===== config.mk =====
export PLATFORM = sky130hd
export DESIGN_NAME = if_fetch_sequencer
export DESIGN_NICKNAME = d
export VERILOG_FILES = /design/src/rtl/if_fetch_sequencer.sv
export SDC_FILE = /design/constraint.sdc
export NUM_CORES = 1
export LEC_CHECK = 0
export ABC_AREA = 1
export CAP_MARGIN = 20
export CORE_ASPECT_RATIO = 0.9
export CORE_MARGIN = 8
export CORE_UTILIZATION = 45
export DETAILED_ROUTE_END_ITERATION = 16
export GPL_TIMING_DRIVEN = 0
export PLACE_DENSITY = 0.87
export SLEW_MARGIN = 10
export SYNTH_ARGS = -nofsm -noshare
export SYNTH_HDL_FRONTEND = slang
export SYNTH_SLANG_ARGS = --single-unit

===== constraint.sdc =====
create_clock -name clock -period 5.9 [get_ports clock]
set_clock_uncertainty 0.15 [all_clocks]
set_input_delay 1.77 -clock clock [delete_from_list [all_inputs] [get_ports clock]]
set_output_delay 1.77 -clock clock [all_outputs]
set_load 0.05 [all_outputs]

===== src/rtl/if_fetch_sequencer.sv =====
`default_nettype none
// ============================================================================
//  Module   : if_fetch_sequencer
//  Purpose  : Owns the single instruction-memory port. After reset it accepts
//             a program word stream from the loader and writes it into memory.
//             It then fetches instructions from RESET_PC onward for the IF/ID
//             register, handling stalls, branch redirects and a halt at the
//             end of memory.
//  Revision : 1.0  initial release
// ----------------------------------------------------------------------------
//  Parameters
//    ADDR_W    instruction-memory word-address width (DEPTH = 2**ADDR_W),
//              at most 29 so that an out-of-range pc can be represented
//    RESET_PC  byte address fetched first after the program load completes
//  Ports
//    clock, resetn                 clock (rising edge), async active-low reset
//    reload                        1-cycle pulse: restart the program load
//    loadValid/loadReady/loadData/loadLast
//                                  loader word stream handshake
//    memWe/memAddr/memWdata/memRdata
//                                  instruction-memory port (1-cycle read)
//    stall, branchTaken, toPC      decode-side fetch control
//    pc, incrPC                    fetch address presented this cycle, pc + 4
//    fullInstruction/instPC/instValid
//                                  fetched instruction toward IF/ID
//    programLoaded, loadError      load done / more than DEPTH words offered
// ============================================================================
module if_fetch_sequencer #(
    parameter int          ADDR_W   = 8,
    parameter logic [31:0] RESET_PC = 32'h0000_0000
) (
    input  logic              clock,
    input  logic              resetn,
    input  logic              reload,
    input  logic              loadValid,
    output logic              loadReady,
    input  logic [31:0]       loadData,
    input  logic              loadLast,
    output logic              memWe,
    output logic [ADDR_W-1:0] memAddr,
    output logic [31:0]       memWdata,
    input  logic [31:0]       memRdata,
    input  logic              stall,
    input  logic              branchTaken,
    input  logic [31:0]       toPC,
    output logic [31:0]       pc,
    output logic [31:0]       incrPC,
    output logic [31:0]       fullInstruction,
    output logic [31:0]       instPC,
    output logic              instValid,
    output logic              programLoaded,
    output logic              loadError
);

    typedef enum logic [1:0] {
        S_LOAD = 2'd0,
        S_RUN  = 2'd1,
        S_HALT = 2'd2
    } state_t;

    state_t            r_state;
    state_t            w_state_nxt;

    // One extra bit so the load address can saturate at DEPTH.
    logic [ADDR_W:0]   r_load_addr;
    logic [ADDR_W:0]   w_load_addr_nxt;
    logic [31:0]       r_pc;
    logic [31:0]       w_pc_nxt;
    logic [31:0]       r_inst_pc;
    logic [31:0]       w_inst_pc_nxt;
    logic [31:0]       r_inst_hold;
    logic [31:0]       w_inst_hold_nxt;
    logic              r_inst_valid;
    logic              w_inst_valid_nxt;
    logic              r_live;
    logic              w_live_nxt;
    logic              r_prog_loaded;
    logic              w_prog_loaded_nxt;
    logic              r_load_error;
    logic              w_load_error_nxt;

    logic [31:0]       w_incr_pc;
    logic [31:0]       w_branch_pc;
    logic              w_incr_oob;
    logic              w_branch_oob;
    logic              w_load_full;
    logic [31:0]       w_full_inst;

    assign w_incr_pc    = r_pc + 32'd4;
    // Fetch is word aligned: the byte offset of a redirect target is dropped.
    assign w_branch_pc  = toPC & 32'hFFFF_FFFC;
    assign w_incr_oob   = |w_incr_pc[31:ADDR_W+2];
    assign w_branch_oob = |w_branch_pc[31:ADDR_W+2];
    assign w_load_full  = r_load_addr[ADDR_W];

    // r_live marks that the previous cycle issued a read whose data is on
    // memRdata now. Otherwise the last shown instruction is replayed from
    // r_inst_hold, which keeps the output frozen across stalls even though
    // memory keeps re-reading the stalled pc.
    assign w_full_inst  = r_live ? memRdata : r_inst_hold;

    // ------------------------------------------------------------------
    // State and datapath registers
    // ------------------------------------------------------------------
    always_ff @(posedge clock or negedge resetn) begin
        if (!resetn) begin
            r_state       <= S_LOAD;
            r_load_addr   <= '0;
            r_pc          <= RESET_PC;
            r_inst_pc     <= 32'd0;
            r_inst_hold   <= 32'd0;
            r_inst_valid  <= 1'b0;
            r_live        <= 1'b0;
            r_prog_loaded <= 1'b0;
            r_load_error  <= 1'b0;
        end else begin
            r_state       <= w_state_nxt;
            r_load_addr   <= w_load_addr_nxt;
            r_pc          <= w_pc_nxt;
            r_inst_pc     <= w_inst_pc_nxt;
            r_inst_hold   <= w_inst_hold_nxt;
            r_inst_valid  <= w_inst_valid_nxt;
            r_live        <= w_live_nxt;
            r_prog_loaded <= w_prog_loaded_nxt;
            r_load_error  <= w_load_error_nxt;
        end
    end

    // ------------------------------------------------------------------
    // Next-state and memory-port control
    // ------------------------------------------------------------------
    always_comb begin
        w_state_nxt       = r_state;
        w_load_addr_nxt   = r_load_addr;
        w_pc_nxt          = r_pc;
        w_inst_pc_nxt     = r_inst_pc;
        w_inst_hold_nxt   = w_full_inst;
        w_inst_valid_nxt  = r_inst_valid;
        w_live_nxt        = 1'b0;
        w_prog_loaded_nxt = r_prog_loaded;
        w_load_error_nxt  = r_load_error;
        loadReady         = 1'b0;
        memWe             = 1'b0;
        memAddr           = r_pc[ADDR_W+1:2];
        memWdata          = loadData;

        if (reload) begin
            // Reload wins over everything else; the loader is refused this
            // cycle so no word is written into the program being restarted.
            w_state_nxt       = S_LOAD;
            w_load_addr_nxt   = '0;
            w_pc_nxt          = RESET_PC;
            w_inst_pc_nxt     = 32'd0;
            w_inst_hold_nxt   = 32'd0;
            w_inst_valid_nxt  = 1'b0;
            w_prog_loaded_nxt = 1'b0;
            w_load_error_nxt  = 1'b0;
        end else begin
            case (r_state)
                S_LOAD: begin
                    loadReady        = 1'b1;
                    memAddr          = r_load_addr[ADDR_W-1:0];
                    w_inst_valid_nxt = 1'b0;
                    if (loadValid) begin
                        if (w_load_full) begin
                            // Memory is full: swallow the word, flag it.
                            w_load_error_nxt = 1'b1;
                        end else begin
                            memWe           = 1'b1;
                            w_load_addr_nxt = r_load_addr + (ADDR_W+1)'(1);
                        end
                        if (loadLast) begin
                            w_state_nxt       = S_RUN;
                            w_prog_loaded_nxt = 1'b1;
                            w_pc_nxt          = RESET_PC;
                        end
                    end
                end

                S_RUN: begin
                    if (branchTaken) begin
                        // The read issued this cycle is squashed.
                        w_inst_valid_nxt = 1'b0;
                        if (w_branch_oob) begin
                            w_state_nxt = S_HALT;
                        end else begin
                            w_pc_nxt = w_branch_pc;
                        end
                    end else if (!stall) begin
                        w_live_nxt       = 1'b1;
                        w_inst_valid_nxt = 1'b1;
                        w_inst_pc_nxt    = r_pc;
                        // The read at pc still issues; pc then parks on the
                        // last in-range address instead of wrapping.
                        if (w_incr_oob) begin
                            w_state_nxt = S_HALT;
                        end else begin
                            w_pc_nxt = w_incr_pc;
                        end
                    end
                end

                S_HALT: begin
                    w_inst_valid_nxt = 1'b0;
                end

                default: begin
                    w_state_nxt = S_LOAD;
                end
            endcase
        end
    end

    assign pc              = r_pc;
    assign incrPC          = w_incr_pc;
    assign fullInstruction = w_full_inst;
    assign instPC          = r_inst_pc;
    assign instValid       = r_inst_valid;
    assign programLoaded   = r_prog_loaded;
    assign loadError       = r_load_error;

endmodule
`default_nettype wire


Word level (Yosys, flattened, before mapping)
Cells that the tools add are included.
Operators by class
  add/sub/neg operators: 2
  $mul: 0
  divide/modulo/power cells: 0
  order comparisons: 0
  eq/ne operators: 13
  shift-type cells: 0
  mux-type cells: 50
  bitwise gates (word level): 0
  reductions and logical operators: 19
Operators with widths (count)
  $mux W32: 13
  $pmux W32 S2: 1
  $reduce_or A22 Y1: 2
  $mux W9: 4
  $add A32 B3 Y32 const B: 1
  $mux W1: 21
  $ne A4 B4 Y1 const B: 5
  $mux W8: 2
  $mux W2: 7
  $reduce_and A3 Y1: 4
  $reduce_and A6 Y1: 2
  $reduce_bool A2 Y1: 5
  $add A9 B1 Y9 const B: 1
  $ne A2 B2 Y1 const B: 4
  $ne A3 B3 Y1 const B: 2
  $pmux W2 S3: 1
  $reduce_bool A3 Y1: 2
  $reduce_and A2 Y1: 2
  $eq A2 B1 Y1 const B: 1
  $eq A2 B2 Y1 const B: 1
  $logic_not A2 Y1: 1
  $pmux W1 S2: 1
  $reduce_or A2 Y1: 1
Word-level totals
  register bits: 111
  bits in latches: 0
  RAM bits: 0
  memory bits (read-only): 0
  bits of input ports: 103
  logic and storage cells: 94
  memories: 0

Longest topological paths before layout
  word-level depth: 7
  gate-level depth with buffers: 16

Least setup slack after synthesis
Ideal clock, no wire load.
  path type: input to output
  start point: in reload
  end point: out memAddr[0]
  arrival: 3.472 ns
  slack: 0.508 ns
  stages on the path: 3
  path buffers: 1
  cell sequence: nor2_1 clkbuf_1 o21ai_0
Between the ends
  word-level cells in the longest chain between the ends: 1
Ends and longest elaborated chain
  start: declaration: line 34  | input logic reload,
  $mux W8: line 147  | if (reload) begin
  end: declaration: line 40  | output logic [ADDR_W-1:0] memAddr,
No other way between the ends.

Final worst setup path
  start point: in reload
  end point: out loadReady
Between the ends
  word-level cells in the longest chain between the ends: 1
Ends and longest elaborated chain
  $mux W1: line 147
  end: declaration: line 36  | output logic loadReady,
No other way between the ends.

==> impl_metrics.json <==
{
  "outcome": "finished clean",
  "dr_total_vias": 6010,
  "setup_repair_after_global_routing_missed_its_margin": "no",
  "routed_wire_length_per_instance_um": 16.98,
  "tns_ns": 0,
  "critical_path.max_fanout": 10,
  "part_of_the_total_power_dissipated_in_the_clock_network": 0.373,
  "power.total_uw": 1744,
  "chipHeight_um": 123.8,
  "hold_viol": 0,
  "detail_route.drc_violations": 0,
  "powerDensity_nw_per_um2": 199.3,
  "detailedPlace.worstSlack_ns": -0.1498,
  "detailedRoute.firstIterationViolations": 464,
  "grt_overflow": 0,
  "io_buffer_count": 237,
  "routed_via_density": 5.042,
  "finalHoldWorstSlack_ns": 0.3542,
  "number_of_placement_rows": 39,
  "intPower_uw": 1250,
  "post_route_wl_um": 20240,
  "cts.htree.levels": 3,
  "antenna_violations_before_repair": 0,
  "hold_path.class": "flop to flop",
  "first_pass_detailed_route_iteration_total": 5,
  "syn_inst": 772,
  "power.sequential.fraction": 0.439,
  "portion_of_the_post_synthesis_area_used_by_sequential_elements": 0.4651,
  "post_synth.cell_area_avg_um2": 7.527,
  "synth.area.top_cells": "sky130_fd_sc_hd__dfrtp_1 (47%), sky130_fd_sc_hd__nand2_1 (15%), sky130_fd_sc_hd__a21oi_1 (5.4%)",
  "switching_power_uw": 493.8,
  "setup_viol": 0,
  "clockBufferDepth": 2,
  "layout_cell_share_with_drive_strength_beyond_1": 0.08268,
  "final_antenna_net_count": 0,
  "cts-buffers-inserted": 9,
  "maximum_number_of_pins_on_one_net_before_global_route_repair": 79,
  "clk_pin_slew_worst_paths_ns": 0.07,
  "place_hpwl_um": 16230,
  "design.final.nets": 1129,
  "comb_power_share": 0.188,
  "drv.max_cap_violation_count": 0,
  "worstSetupEndpointType": "output port",
  "core_area_um2": 12640,
  "yosys_register_bits": 108,
  "post-route-worst-setup-slack_ns": 0.1095,
  "sw_frac": 0.2831,
  "synth-warning-count": 0,
  "achievable-frequency_mhz": 172.7,
  "antenna_cells_inserted": 0,
  "ioPinCount": 276,
  "syn_to_final_growth_pct": 50.65,
  "cts-root-buf": "sky130_fd_sc_hd__clkbuf_16",
  "post_synthesis_cell_area_um2": 5811,
  "clock_sinks": 108,
  "synth.lib_cells_used.distinct": 32,
  "worstSetupPathType": "input pin to output port",
  "worst_slew_pin_tran_ns": 0.7916,
  "cts_hold_repair.buffers": 0,
  "utilization_after_layout": 0.6926,
  "arrival_ns": 3.87,
  "initial_standard_cell_utilization_of_the_core": 0.4598,
  "die_x_um": 135.8,
  "ctsResizeCount": 2,
  "clk_latency_ns": 0.35,
  "gp_congestion": 0.9545,
  "cp_data_required_time_ns": 3.98,
  "critPathLaunchType": "input pin",
  "overall_die_area_um2": 16810,
  "max-slew-margin-rel": 0.4703,
  "cts_setup_buffers": 0,
  "tritoncts": "done",
  "max-vdd-ir-drop_mv": 0.1512,
  "layout.filler_cells": 1038,
  "groute.usage.overall": 0.2355,
  "pleak_uw": 0.003985,
  "netlist.top_cell.by_area": "sky130_fd_sc_hd__dfrtp_1",
  "first_pass_grt_wire_length_um": 31250,
  "netlist.area_leader.share": 0.4651,
  "layout_min_cycle_time_ns": 5.790,
  "first_global_vias": 5853,
  "report.final.slew_viol_count": 0,
  "final_min_period_over_clock_period": 0.9814
}
-- stage by stage --
step	cell area [um2]	instances
floorplan	5822	775
global placement	8399	1176
detailed placement	8428	1177
CTS	8751	1192
global route	8753	1192
finish	8753	1192
-- placed cells by master (no fill, tap or decap), types with 23 or more instances in the layout --
cell type / synthesis / routed
sky130_fd_sc_hd__a21oi_1: 63 / 63
sky130_fd_sc_hd__buf_4: 39 / 39
sky130_fd_sc_hd__clkbuf_1: 23 / 23
sky130_fd_sc_hd__clkdlybuf4s50_1: 0 / 234
sky130_fd_sc_hd__dfrtp_1: 108 / 108
sky130_fd_sc_hd__inv_1: 70 / 70
sky130_fd_sc_hd__nand2_1: 232 / 232
sky130_fd_sc_hd__nand3_1: 61 / 61
sky130_fd_sc_hd__nor2_1: 59 / 58
sky130_fd_sc_hd__o21ai_0: 53 / 53
-- cells by family after synthesis --
logic type,share of synthesized area
and+or+nand+nor,0.2879
xor gates and xnor gates,0.01357
AOI/OAI and AO/OA,0.1126
DFF,0.4651
buffers and inverters,0.1158
adders and majority gates,0.004306
other,0.0006454
-- layer usage --
metal	vias up	global-route usage	part of all wire
li1	2940	-	-
met1	2773	0.2926	0.41
met2	276	0.3959	0.48
met3	21	0.07218	0.10
met4	0	0.05405	0.013
met5	-	0	0
-- synth_stat cells --
library cell,number
sky130_fd_sc_hd__buf_6,1
sky130_fd_sc_hd__buf_4,39
sky130_fd_sc_hd__clkbuf_1,23
sky130_fd_sc_hd__ha_1,2
sky130_fd_sc_hd__buf_2,1
sky130_fd_sc_hd__a22o_1,4
sky130_fd_sc_hd__a2bb2oi_1,1
sky130_fd_sc_hd__a21oi_1,63
sky130_fd_sc_hd__o21ai_0,53
sky130_fd_sc_hd__nand4_1,3
sky130_fd_sc_hd__nand3_2,4
sky130_fd_sc_hd__nor4_1,5
sky130_fd_sc_hd__inv_1,70
sky130_fd_sc_hd__a22oi_1,1
sky130_fd_sc_hd__dfrtp_1,108
sky130_fd_sc_hd__nand2_4,2
sky130_fd_sc_hd__nor2_4,5
sky130_fd_sc_hd__conb_1,1
sky130_fd_sc_hd__inv_2,3
sky130_fd_sc_hd__nor2_2,5
sky130_fd_sc_hd__a211oi_1,1
sky130_fd_sc_hd__and3_1,1
sky130_fd_sc_hd__nand2_1,232
sky130_fd_sc_hd__nor2_1,59
sky130_fd_sc_hd__and2_1,2
sky130_fd_sc_hd__nor3_1,1
sky130_fd_sc_hd__nand2_2,7
sky130_fd_sc_hd__xor2_1,9
sky130_fd_sc_hd__nand3_1,61
sky130_fd_sc_hd__nand3b_1,1
sky130_fd_sc_hd__buf_1,1
sky130_fd_sc_hd__o21ai_1,3
-- state kept, by name, indices dropped and copies added, names as in the netlist --
name	flops
instValid	1
instPC	31
loadError	1
pc	30
r_load_addr	9
r_state	2
programLoaded	1
r_inst_hold	32
r_live	1
-- critical path, cell delays in order --
cell                              delay [ns]
sky130_fd_sc_hd__clkdlybuf4s50_1        0.50
sky130_fd_sc_hd__nor2_2                 0.36
sky130_fd_sc_hd__clkbuf_1               0.35
sky130_fd_sc_hd__clkdlybuf4s50_1        0.88
-- power groups by stage --
stage                     registers [uW]  clock network (uW)  logic (uW)
after detailed placement             780                   0         329
after floorplan                      787                   0         179
after global routing                 767                 689         348
after global placement               780                   0         323
final                                766                 650         328
after CTS                            766                 659         330
-- final timing paths --
check | cells after the start | slack (ns) | endpoint | from
setup / recovery | 4 | 0.11 | loadReady | reload
hold / removal | 2 | 0.35 | programLoaded$_DFFE_PN0P_ | programLoaded$_DFFE_PN0P_
setup reg to reg | 14 | 3.25 | pc[9]$_DFFE_PN0P_ | pc[2]$_DFFE_PN0P_
hold reg to reg | 2 | 0.35 | programLoaded$_DFFE_PN0P_ | programLoaded$_DFFE_PN0P_
max in group asynchronous | 2 | 3.79 | instPC[11]$_DFFE_PN0P_ | resetn
min in group asynchronous | 1 | 1.14 | r_inst_hold[25]$_DFF_PN0_ | resetn
-- area by class of cell --
class                      instances  area (um2)  area share
clock inverter                     6       96.34     0.01101
clock buffer                       9       225.2     0.02573
tap                              164       205.2     0.02344
multi-input combinational        529        2449      0.2797
inverter                          73       274.0     0.03130
buffer                            65       399.1     0.04560
timing repair buffer             238        2402      0.2744
sequential                       108        2703      0.3087
No activity file was read; power rests on OpenSTA's default activity.
